===== src/rtl/valve_pkg.sv =====
// Shared types and helpers for the valve actuator.
package valve_pkg;

    typedef enum logic [2:0] {
        StInit,
        StClosed,
        StOpening,
        StOpen,
        StClosing,
        StFault
    } state_e;

    localparam int unsigned ActW = 16;

    // Travel timer must hold values up to and including the timeout.
    function automatic int unsigned timer_width(input int unsigned timeout);
        return $clog2(timeout + 1);
    endfunction

endpackage


===== src/rtl/req_debounce.sv =====
// Single-bit debounce filter: output follows input after it holds for DEBOUNCE cycles.
module req_debounce
    import valve_pkg::*;
#(
    parameter int unsigned DEBOUNCE = 4
) (
    input  logic clk,
    input  logic rst,
    input  logic din,
    output logic dout
);

    localparam int unsigned CntW = $clog2(DEBOUNCE + 1);

    logic [CntW-1:0] cnt_q, cnt_d;
    logic            filt_q, filt_d;

    always_comb begin
        cnt_d  = '0;
        filt_d = filt_q;
        if (din != filt_q) begin
            // Counter would reach DEBOUNCE on this edge: accept and rearm.
            if (cnt_q == CntW'(DEBOUNCE - 1)) begin
                filt_d = din;
            end else begin
                cnt_d = cnt_q + CntW'(1);
            end
        end
    end

    always_ff @(posedge clk) begin
        if (rst) begin
            cnt_q  <= '0;
            filt_q <= 1'b0;
        end else begin
            cnt_q  <= cnt_d;
            filt_q <= filt_d;
        end
    end

    assign dout = filt_q;

endmodule


===== src/rtl/valve_actuator.sv =====
// Motorised valve sequencer with limit-switch confirmation and travel timeout.
// Optional actuation counter enabled by VALVE_ACTUATOR_CYCLE_COUNT_EN.
module valve_actuator
    import valve_pkg::*;
#(
    parameter int unsigned DEBOUNCE       = 4,
    parameter int unsigned TRAVEL_TIMEOUT = 20
) (
    input  logic clk,
    input  logic rst,
    input  logic valve_req,
    input  logic lim_open,
    input  logic lim_closed,
    input  logic fault_clr,
    output logic motor_open,
    output logic motor_close,
    output logic valve_is_open,
    output logic fault
`ifdef VALVE_ACTUATOR_CYCLE_COUNT_EN
    ,
    output logic [ActW-1:0] actuations
`endif
);

    localparam int unsigned TimerW = timer_width(TRAVEL_TIMEOUT);

    state_e            state_q, state_d;
    logic [TimerW-1:0] timer_q, timer_d;
    logic              req_filt;
    logic              both_lim;
    logic              timeout;
    logic              travel;

    req_debounce #(
        .DEBOUNCE(DEBOUNCE)
    ) u_req_debounce (
        .clk (clk),
        .rst (rst),
        .din (valve_req),
        .dout(req_filt)
    );

    assign both_lim = lim_open & lim_closed;
    assign travel   = (state_q == StOpening) || (state_q == StClosing);
    // Timer reaches TRAVEL_TIMEOUT on this edge.
    assign timeout  = (timer_q == TimerW'(TRAVEL_TIMEOUT - 1));

    always_comb begin
        state_d = state_q;
        case (state_q)
            StInit: state_d = StClosing;
            StClosed: begin
                if (both_lim)      state_d = StFault;
                else if (req_filt) state_d = StOpening;
            end
            StOpening: begin
                if (both_lim)      state_d = StFault;
                else if (lim_open) state_d = StOpen;
                else if (timeout)  state_d = StFault;
            end
            StOpen: begin
                if (both_lim)       state_d = StFault;
                else if (!req_filt) state_d = StClosing;
            end
            StClosing: begin
                if (both_lim)        state_d = StFault;
                else if (lim_closed) state_d = StClosed;
                else if (timeout)    state_d = StFault;
            end
            StFault: begin
                if (fault_clr) state_d = StClosing;
            end
            default: state_d = StInit;
        endcase
    end

    always_comb begin
        timer_d = '0;
        if (travel && (state_d == state_q)) begin
            if (timer_q != TimerW'(TRAVEL_TIMEOUT)) begin
                timer_d = timer_q + TimerW'(1);
            end else begin
                timer_d = timer_q;
            end
        end
    end

    always_ff @(posedge clk) begin
        if (rst) begin
            state_q <= StInit;
            timer_q <= '0;
        end else begin
            state_q <= state_d;
            timer_q <= timer_d;
        end
    end

    // Outputs are forced low during reset so drives drop in the reset cycle itself.
    assign motor_open    = !rst && (state_q == StOpening);
    assign motor_close   = !rst && (state_q == StClosing);
    assign valve_is_open = !rst && (state_q == StOpen);
    assign fault         = !rst && (state_q == StFault);

`ifdef VALVE_ACTUATOR_CYCLE_COUNT_EN
    logic [ActW-1:0] act_q, act_d;

    always_comb begin
        act_d = act_q;
        if (((state_q == StOpening) && (state_d == StOpen)) ||
            ((state_q == StClosing) && (state_d == StClosed))) begin
            if (act_q != '1) act_d = act_q + ActW'(1);
        end
    end

    always_ff @(posedge clk) begin
        if (rst) act_q <= '0;
        else     act_q <= act_d;
    end

    assign actuations = rst ? '0 : act_q;
`endif

endmodule


===== config.mk =====
export PLATFORM = sky130hd
export DESIGN_NAME = valve_actuator
export DESIGN_NICKNAME = d
export VERILOG_FILES = /design/src/rtl/valve_pkg.sv /design/src/rtl/req_debounce.sv /design/src/rtl/valve_actuator.sv
export SDC_FILE = /design/constraint.sdc
export NUM_CORES = 1
export LEC_CHECK = 0
export CAP_MARGIN = 10
export CORE_UTILIZATION = 47
export CTS_BUF_LIST = sky130_fd_sc_hd__clkbuf_16
export DETAILED_ROUTE_END_ITERATION = 8
export PLACE_DENSITY = 0.82
export SLEW_MARGIN = 20
export SYNTH_ARGS = -nofsm -noshare
export SYNTH_HDL_FRONTEND = slang
export SYNTH_SLANG_ARGS = --single-unit

===== constraint.sdc =====
create_clock -name clk -period 2.5 [get_ports clk]
set_clock_uncertainty 0.1 [all_clocks]
set_input_delay 0.5 -clock clk [delete_from_list [all_inputs] [get_ports clk]]
set_output_delay 0.5 -clock clk [all_outputs]
set_load 0.05 [all_outputs]

==> summary.md <==
| Metric | Value |
|---|---|
| Run status | finished, final reports clean |
| Max FO, Critical Path | 7 |
| Syn nets | 90 |
| Initial antenna violation count | 0 |
| Vias | 600 |
| Hold Violations, Final | 0 |
| R2R Path Start | timer_q[0] |
| Die height | a little over 40 um |
| GR Overflow Total | 0 |
| CP required | ~1.9 ns |
| Setup TNS | 0 ns |
| Unrepaired setup endpoints after global routing | false |
| Leakage | 0.336 nW |
| H-tree levels | 1 |
| # Post-CTS Setup Buffers | 0 |
| Clock Path Buffers | 2 |
| Worst-Skew Late Latency | 0.24 ns |
| Post-place setup slack | 0.300 ns |
| Final period util | 0.887 |
| Slew HR | 0.679 |
| DRT iter0 DRCs | 11 |
| Die area | 1640 um^2 |
| Final setup violation count | 0 |
| DPL Wire Length | between 1000 and 1500 um |
| Crit path DAT | 1.62 ns |
| Synthesized cell area | ~700 um^2 |
| Routed wire length | 1330 um |
| Type of origin of the critical path | primary input |
| Fmax | 0.451 GHz |
| Fin Hold WS | 0.317 ns |
| Worst min path class | reg -> reg |
| Placed cell area | approximately 840 um^2 |
| First-pass iteration count of the detailed router | 3 |
| Minimum clock period | 2.22 ns |
| Post-Syn Area per Cell | 8.70 um^2 |
| Via/cell ratio | 5.61 |
| Die width | 40.5 um |
| Cell area after layout | between 900 and 1000 um^2 |
| Final RePlAce weighted congestion | 0.737 |
| Worst setup margin | 0.283 ns |
| Starting density of the core | 0.522 |
| CP Capture Type | output pin |
| Cells after Synth | 80 |
| Crit path kind | in -> out |
| Register bit total from synthesis | 12 |
| Routed Antenna Nets | 0 |
| Total GRT Usage | 0.218 |
| First-pass GRT wire length | 2260 um |
| Area grow syn2layout | 31.7% |
| Slew @ Worst Pin | 0.481 ns |
| Worst-path clk slew | approximately 0.040 ns |
| Core Area | 1330 um^2 |
| I/O pin total | 10 |
| Post-layout net count | 103 |
| Max IR drop VDD | 0.516 mV |
| Share of layout cells above drive strength 1 | 0.109 |
| Root Buffer | clkbuf_16 |
| Synth Warn # | 0 |
| Cts repair resizes | 0 |
| Inst Count DP | 103 |
| Worst hold start | u_req_debounce.cnt_q[0] |
| Drc violations | 0 |
| Register area share after synthesis | 0.345 |
| Vias in the first global route | 544 |
| Cts hold-fix bufs | 0 |
| Input/output buffers | 9 |
| Cell area power density | 607 nW/um^2 |
| FP Rows | 13 |
| Cell variety after synth | 30 |
| Finished Layout Cells | 107 |
| Sink Count | 12 |
| Critical path startpoint | rst |
| Fin. max-slew vios | 0 |
| Total power | 556 uW |
| Final core occ | 0.687 |
| Largest net degree at the start of global routing | 16 |
| CTS tree | done |
| Num CTS Buffers | 3 |
| Diodes inserted | 0 |
| MaxCap Viol Count | 0 |
| DR WL/cell | 12.4 um |
cell usage after synthesis, drive strengths merged:
master / number / area share
nor2b: 2 / 0.018
nor4: 2 / 0.018
o32ai: 1 / 0.013
ha: 4 / 0.072
a21oi: 4 / 0.034
dfxtp: 12 / 0.35
xnor2: 4 / 0.050
nor3: 3 / 0.029
o2111ai: 1 / 0.022
o21a: 3 / 0.032
mux2i: 3 / 0.043
a311oi: 1 / 0.013
nand2: 2 / 0.011
nand2b: 6 / 0.054
nand3: 3 / 0.022
a21o: 1 / 0.011
buf: 1 / 0.011
nor4bb: 1 / 0.014
o31a: 1 / 0.013
xor2: 1 / 0.013
or3: 1 / 0.0090
inv: 4 / 0.022
a31oi: 1 / 0.0090
nor2: 13 / 0.070
o21ai: 2 / 0.014
nand3b: 2 / 0.022
and4bb: 1 / 0.018
cells by family after synthesis:
group	synth area share
AOI/OAI and AO/OA	0.160
xor gates and xnor gates	0.0629
DFF	0.345
and+or+nand+nor	0.284
adders and majority gates	0.0719
buffers and inverters	0.0324
muxes	0.0432
critical path, stage by stage:
cell             delay, ns
clkdlybuf4s50_1       0.52
nand2b_1              0.21
nor2_1                0.21
buf_12                0.17
final cells by class:
type                       count  area, um^2
clock buffer                   3        75.1
clock inverter                 1        3.75
fill                         118         418
inverter                       4        15.0
multi-input combinational     63         433
sequential                    12         240
tap                           15        18.8
timing repair buffer           9         130
layer usage:
metal | routed length (um) | part of all wire | vias to the layer above | GRT usage
li1 | - | - | 312 | -
met1 | 622 | 0.47 | 271 | 0.239
met2 | 619 | 0.47 | 13 | 0.329
met3 | 63 | 0.048 | 4 | 0.106
met4 | 21 | 0.016 | 0 | 0.142
met5 | 0 | 0 | - | 0
cell usage in the layout, fill, tap and decap left out, types with 2 or more instances in the layout:
master and count:
nand3b_1 2, ha_1 4, inv_1 4, buf_12 4
nand3_1 3, nor2b_1 2, nor2_1 13, nand2_1 2
nor4_1 2, clkbuf_16 3, clkdlybuf4s50_1 5, a21oi_1 3
mux2i_1 3, nor3_1 2, o21a_1 3, dfxtp_1 12
xnor2_1 4, nand2b_1 6
report_power, final:
group          total, mW  internal [mW]  switching, mW
Sequential         0.208          0.198        0.00991
Combinational     0.0592         0.0299         0.0293
Clock              0.288          0.210         0.0783
Total              0.556          0.438          0.118
flip-flops by register name, indices dropped and copies added, names as in the netlist:
signal / count
u_req_debounce.cnt_q: 3
u_req_debounce.dout: 1
timer_q: 5
state_q: 3
worst paths after layout:
| path | end | slack (ns) | cells after the start |
|---|---|---|---|
| worst max-delay path | valve_is_open | 0.28 | 4 |
| worst max register to register | timer_q[2] | 0.98 | 5 |
| worst min register to register | u_req_debounce.cnt_q[0] | 0.32 | 1 |
| worst min-delay path | u_req_debounce.cnt_q[0] | 0.32 | 1 |
(Power assumes the default switching activity.)
